**src/rtl/bip_alu_datapath.sv**
```systemverilog
// BIP accumulator datapath: 8-op ALU, registered Z/N/C/V flags and an
// iterative shift-add multiplier that stalls the control unit via o_busy.
module bip_alu_datapath #(
    parameter int NB_DATA = 16,
    parameter int NB_IMM  = 11
) (
    input  logic               i_clk,
    input  logic               i_rst,
    input  logic [NB_DATA-1:0] i_data_mem,
    input  logic [NB_IMM-1:0]  i_imm,
    input  logic [1:0]         i_sel_a,
    input  logic               i_sel_b,
    input  logic [2:0]         i_op,
    input  logic               i_wr_acc,
    output logic [NB_DATA-1:0] o_data,
    output logic               o_zero,
    output logic               o_neg,
    output logic               o_carry,
    output logic               o_ovf,
    output logic               o_busy
);
    localparam int NB_SH  = $clog2(NB_DATA);
    localparam int NB_CNT = $clog2(NB_DATA + 1);
    localparam int MSB    = NB_DATA - 1;

    localparam logic [2:0] OP_SUB = 3'b000;
    localparam logic [2:0] OP_ADD = 3'b001;
    localparam logic [2:0] OP_AND = 3'b010;
    localparam logic [2:0] OP_OR  = 3'b011;
    localparam logic [2:0] OP_XOR = 3'b100;
    localparam logic [2:0] OP_SLL = 3'b101;
    localparam logic [2:0] OP_SRA = 3'b110;
    localparam logic [2:0] OP_MUL = 3'b111;

    typedef enum logic {ST_IDLE, ST_MUL} state_t;

    state_t                    r_state;
    state_t                    w_state_next;
    logic signed [NB_DATA-1:0] r_acc;
    logic                      r_zero, r_neg, r_carry, r_ovf;
    logic signed [NB_DATA-1:0] r_mcand, r_mplier, r_prod;
    logic [NB_CNT-1:0]         r_cnt;

    logic signed [NB_IMM-1:0]  w_imm_s;
    logic signed [NB_DATA-1:0] w_imm_x, w_b, w_alu, w_acc_d, w_prod_next;
    logic [NB_DATA:0]          w_sum;
    logic [NB_SH-1:0]          w_shamt;
    logic                      w_carry, w_ovf, w_acc_we, w_cv_we, w_mul_start;

    assign w_imm_s     = i_imm;
    assign w_imm_x     = NB_DATA'(w_imm_s);
    assign w_b         = i_sel_b ? w_imm_x : i_data_mem;
    assign w_shamt     = w_b[NB_SH-1:0];
    assign w_prod_next = r_prod + (r_mplier[0] ? r_mcand : '0);

    always_comb begin
        w_sum   = '0;
        w_alu   = '0;
        w_carry = r_carry;
        w_ovf   = r_ovf;
        case (i_op)
            OP_SUB: begin
                w_sum   = {1'b0, r_acc} + {1'b0, ~w_b} + {{NB_DATA{1'b0}}, 1'b1};
                w_alu   = w_sum[NB_DATA-1:0];
                w_carry = w_sum[NB_DATA];
                w_ovf   = (r_acc[MSB] != w_b[MSB]) && (w_alu[MSB] != r_acc[MSB]);
            end
            OP_ADD: begin
                w_sum   = {1'b0, r_acc} + {1'b0, w_b};
                w_alu   = w_sum[NB_DATA-1:0];
                w_carry = w_sum[NB_DATA];
                w_ovf   = (r_acc[MSB] == w_b[MSB]) && (w_alu[MSB] != r_acc[MSB]);
            end
            OP_AND:  w_alu = r_acc & w_b;
            OP_OR:   w_alu = r_acc | w_b;
            OP_XOR:  w_alu = r_acc ^ w_b;
            OP_SLL:  w_alu = r_acc << w_shamt;
            OP_SRA:  w_alu = r_acc >>> w_shamt;
            default: w_alu = '0;
        endcase
    end

    // Write decode and FSM next state; strobes are dropped while in ST_MUL
    always_comb begin
        w_state_next = r_state;
        w_acc_we     = 1'b0;
        w_acc_d      = r_acc;
        w_cv_we      = 1'b0;
        w_mul_start  = 1'b0;
        case (r_state)
            ST_IDLE: begin
                if (i_wr_acc) begin
                    case (i_sel_a)
                        2'b00: begin
                            w_acc_we = 1'b1;
                            w_acc_d  = i_data_mem;
                        end
                        2'b01: begin
                            w_acc_we = 1'b1;
                            w_acc_d  = w_imm_x;
                        end
                        2'b10: begin
                            if (i_op == OP_MUL) begin
                                w_mul_start  = 1'b1;
                                w_state_next = ST_MUL;
                            end else begin
                                w_acc_we = 1'b1;
                                w_acc_d  = w_alu;
                                w_cv_we  = (i_op == OP_ADD) || (i_op == OP_SUB);
                            end
                        end
                        default: ;
                    endcase
                end
            end
            ST_MUL: begin
                if (r_cnt == NB_CNT'(NB_DATA - 1)) begin
                    w_acc_we     = 1'b1;
                    w_acc_d      = w_prod_next;
                    w_state_next = ST_IDLE;
                end
            end
            default: w_state_next = ST_IDLE;
        endcase
    end

    always_ff @(negedge i_clk) begin
        if (i_rst) begin
            r_state <= ST_IDLE;
            r_acc   <= '0;
            r_zero  <= 1'b0;
            r_neg   <= 1'b0;
            r_carry <= 1'b0;
            r_ovf   <= 1'b0;
        end else begin
            r_state <= w_state_next;
            if (w_acc_we) begin
                r_acc  <= w_acc_d;
                r_zero <= (w_acc_d == '0);
                r_neg  <= w_acc_d[MSB];
            end
            if (w_cv_we) begin
                r_carry <= w_carry;
                r_ovf   <= w_ovf;
            end
        end
    end

    // Multiplier iteration registers; fully reloaded on every start
    always_ff @(negedge i_clk) begin
        if (w_mul_start) begin
            r_mcand  <= r_acc;
            r_mplier <= w_b;
            r_prod   <= '0;
            r_cnt    <= '0;
        end else if (r_state == ST_MUL) begin
            r_prod   <= w_prod_next;
            r_mcand  <= r_mcand << 1;
            r_mplier <= r_mplier >> 1;
            r_cnt    <= r_cnt + NB_CNT'(1);
        end
    end

    assign o_data  = r_acc;
    assign o_zero  = r_zero;
    assign o_neg   = r_neg;
    assign o_carry = r_carry;
    assign o_ovf   = r_ovf;
    assign o_busy  = (r_state == ST_MUL);

endmodule

```
**config.mk**
```make
export PLATFORM = sky130hd
export DESIGN_NAME = bip_alu_datapath
export DESIGN_NICKNAME = d
export VERILOG_FILES = /design/src/rtl/bip_alu_datapath.sv
export SDC_FILE = /design/constraint.sdc
export NUM_CORES = 1
export LEC_CHECK = 0
export CORE_ASPECT_RATIO = 0.75
export CORE_MARGIN = 2
export CORE_UTILIZATION = 60
export CTS_CLUSTER_DIAMETER = 100
export CTS_CLUSTER_SIZE = 12
export DETAILED_ROUTE_END_ITERATION = 6
export HOLD_SLACK_MARGIN = 0.08
export PLACE_DENSITY = 0.81
export SYNTH_ARGS = -nofsm -noshare
export SYNTH_HDL_FRONTEND = slang
export SYNTH_SLANG_ARGS = --single-unit
```
**constraint.sdc**
```tcl
create_clock -name i_clk -period 6.7 [get_ports i_clk]
set_input_delay 0.67 -clock i_clk [delete_from_list [all_inputs] [get_ports i_clk]]
set_output_delay 0.67 -clock i_clk [all_outputs]
set_load 0.1 [all_outputs]
```
Word-level counts from Yosys, hierarchy flattened
Cells that the tools add are included.
{"block": "op_classes", "n_addsub": 5, "eq_ne": 14, "shifts": 2, "n_mux": 29, "n_bitwise": 5, "reduce_logical": 10}
{"cell": "16-bit 2-to-1 mux", "n": 9}
{"cell": "16-bit case mux with 7 select lines", "n": 1}
{"cell": "16-bit case mux with 3 select lines", "n": 1}
{"cell": "16-bit by 16-bit adder with 17-bit output", "n": 2}
{"cell": "16-bit case mux with 2 select lines", "n": 1}
{"cell": "17-bit by 1-bit adder with 17-bit output (second input constant)", "n": 1}
{"cell": "16-bit adder", "n": 1}
{"cell": "16-bit AND", "n": 1}
{"cell": "16-bit logical NOT", "n": 1}
{"cell": "16-bit inverter", "n": 1}
{"cell": "16-bit OR", "n": 1}
{"cell": "16-bit by 4-bit << shifter with 16-bit output", "n": 1}
{"cell": "16-bit by 4-bit >>> shifter with 16-bit output", "n": 1}
{"cell": "16-bit XOR", "n": 1}
{"cell": "3-bit == test (second input constant)", "n": 4}
{"cell": "1-bit 2-to-1 mux", "n": 12}
{"cell": "1-bit case mux with 2 select lines", "n": 5}
{"cell": "3-bit by 2-bit == test with 1-bit output (second input constant)", "n": 2}
{"cell": "5-bit by 1-bit adder with 5-bit output (second input constant)", "n": 1}
{"cell": "5-bit by 4-bit == test with 1-bit output (second input constant)", "n": 1}
{"cell": "2-bit nonzero test", "n": 2}
{"cell": "3-bit by 1-bit == test with 1-bit output (second input constant)", "n": 1}
{"cell": "3-bit logical NOT", "n": 1}
{"cell": "1-bit != test", "n": 3}
{"cell": "other kinds (9)", "n": 10}
{"block": "word_totals", "register_bits": 74, "in_bits": 36, "out_inout_bits": 21, "wordCells": 75}

Longest topological paths before layout
Gate-level depths: netlist of run 1.
{"block": "logic_depth", "ltp_word": 10, "ltp_mapped": 18, "depth_no_buf": 16}

==> results.toml, run 1 <==
[cells_and_area]
syn_to_final_growth_pct = 38.69
layout.nets = 1488
final_util = 0.8480
drive_above_1_share = 0.2634
antenna-diode-count = 0
num-fill-cells = 763
stdcell_area_um2 = 11540
layoutNonFillerInstCount = 1553

[setup_path]
cp_max_fo = 25
cp-start-kind = "primary input"
critPathMaxStageDelay_ns = 0.51
slowest_stage = "clkdlybuf4s50_1"
critPathKind = "in2reg"
cpMostUsedCell = "buf_4"
cp-end-kind = "register"
arrival_ns = 4.06
cp.required_ns = 3.70
crit_chain = "clkdlybuf4s50_1, mux2i_4, buf_4, buf_4, nand2_1, buf_4, o221ai_1, a21oi_1, o21ai_0, nor3b_2, nand3_2, nor4_4, nand4_1, o21ai_1"

[synthesis]
synthesis.nets = 1182
synth-main-ff-cell = "dfxtp_1"
syn_avg_cell_area_um2 = 7.799
ys_types = 76
yosys.area.top_type_share = 0.1155
async_flop_share = 0
synth_edf_count = 32
ys_seq_area_frac = 0.2141
synth_top_family_by_area = "compound AO/OA/AOI/OAI gates"
ys_seq_elements = 73
syn-cell-area_um2 = 8322
synth-simple-area-share = 0.2021
synthAdderAreaFrac = 0.1215
synth_compound_area_frac = 0.2687
yosysWarnings = 0
synth.area.top_cells = "edfxtp_1 12%, ha_1 11%, dfxtp_1 9.9%, mux2i_1 5.4%, o21ai_0 5.1%"
synthCells = 1067
synthMuxAreaShare = 0.09427
synth_xor_area_frac = 0.03578
synth_top_area_cell = "edfxtp_1"

[clock_tree]
hold_buffers = 0
root_buffer = "clkbuf_16"
cts.sinks = 73
clk_latency_ns = 0.44
h-tree-depth = 3
clk_path_buf_depth = 2
cts_buffers = 9
cts.reportedPaths.clkPinSlew_ns = 0.04
cts_tree = "built"

[placed_design]
dpl-instance-area_um2 = 10540
place_congestion = 1.072
hpwl_mm = 26.45
dp.cells = 1451
port_buffers = 56
dpl_worst_slack_ns = -1.347

[power]
ir_drop_uv = 210.7
power.density_nw_per_um2 = 203.7
p_total_mw = 2.351
leakagePower_nw = 5.345

[detailed_routing]
routed.top_layer = "met4"
wl_met3_mm = 5.995
dr.pass1.iters = 7
drc = 8
dr_total_vias = 10821
drt-wirelength-per-cell_um = 24.76
wl_met1_mm = 13.75
met2RoutedLength_mm = 15.99
via_per_inst = 6.968
routed_wl_mm = 38.45
ant_nets = 0
drt_iter0_markers = 1990

[timing]
fin_tns_setup_ns = -1.691
finalSetupViolCount = 8
whs_ns = 0.4588
slew-limit-headroom = 0.3748
slew_viol_final = 0
clock_skew_ns = 0.04660
rsz0062_at_grt = "true"
tightest_slew_ns = 0.9366
worst_slack_ns = -0.3663
hold_viol = 0

[die]
die_w_um = 140.0
fp-row-count = 37
start_util = 0.6114
io_pins = 57
die_y_um = 106.0
die-area_um2 = 14840
design.core.area_um2 = 13610

[global_route]
grt_usage = 0.4883
grt_pass1_vias = 10331
antenna_found_initial = 0
grt_pass1_wl_mm = 55.97
grt-ovfl-total = 0
grt_max_degree = 63

[min_path]
holdCritPathClass = "reg2reg"

[outcome]
violations = "DRC, setup timing"
status = "finished with violations"

[flow_run]
drv_cap = 0
## registers in the layout (all words and copies together) (netlist names)
| name | flops |
|---|---|
| o_busy | 1 |
| o_carry | 1 |
| o_data | 16 |
| o_ovf | 1 |
| o_zero | 1 |
| r_cnt | 5 |
| r_mcand | 16 |
| r_mplier | 16 |
| r_prod | 16 |
## report_power, final
group          total, mW  leakage (nW)  switching [mW]  internal [mW]
Clock              0.693         0.533           0.379          0.315
Combinational       1.08          4.19           0.632          0.445
Sequential         0.581         0.626          0.0586          0.523
## placed cells by master (no fill, tap or decap), drive strengths merged, types with 24 or more instances in the layout
master,count
buf,250
inv,145
nand2,111
nor2,97
o21ai,85
a21oi,77
ha,76
mux2i,49
dfxtp,41
edfxtp,32
xnor2,24
## kinds of logic after synthesis
group	Yosys count
fa+ha+maj	79
buf+inv	128
simple gates	353
flops	73
mux	63
xor+xnor	34
compound gates	337
## cell type report
class / count / area [µm²] / share of cell area
Inverter: 68 / 257.7 / 0.02233
Clock buffer: 9 / 225.2 / 0.01951
Multi-Input combinational cell: 866 / 6477 / 0.5613
Tap cell: 175 / 219.0 / 0.01897
Sequential cell: 73 / 1782 / 0.1544
Timing Repair Buffer: 282 / 2255 / 0.1954
Clock inverter: 80 / 325.3 / 0.02819
## critical path: cells and delay by family
family | cells | cell delay, ns
AO/OA/AOI/OAI | 4 | 0.66
multiplexers | 1 | 0.31
buffers and inverters | 4 | 1.17
AND/OR/NAND/NOR | 5 | 1.25
## final timing paths
check	from	endpoint	slack [ns]	cells after the start
setup / recovery	i_data_mem[3]	o_zero	-0.37	14
hold / removal	r_prod[11]	r_prod[11]	0.46	2
setup reg to reg	r_mplier[0]	o_zero	2.67	15
hold reg to reg	r_prod[11]	r_prod[11]	0.46	2
## repair_timing
action,4_1_cts,5_1_grt
endpoints found under the setup margin,16,11
resized for setup,51,47
pin swaps,28,33
setup buffers,9,5
## cells in the mapped netlist, drive strengths merged, types with 21 or more instances
cell type and n:
mux2i 49, dfxtp 41, inv 66, a21oi 77
clkbuf 42, nor3 21, ha 76, xnor2 24
and2 21, edfxtp 32, nand2 111, nor2b 22
o21ai 85, nor2 97
## per-layer routing
metal,vias up,GRT usage
met5,-,0
met4,0,0.2893
met3,279,0.1459
met2,1083,0.7230
met1,4934,0.6310
li1,4525,-
No activity file was read; power rests on OpenSTA's default activity.
==> run 2: changes to the inputs <==
CAP_MARGIN = 30   (was unset)
CTS_CLUSTER_DIAMETER = 80   (was 100)
==> results of run 2 <==
Final layout, timing and power as in run 1 (identical DEF).
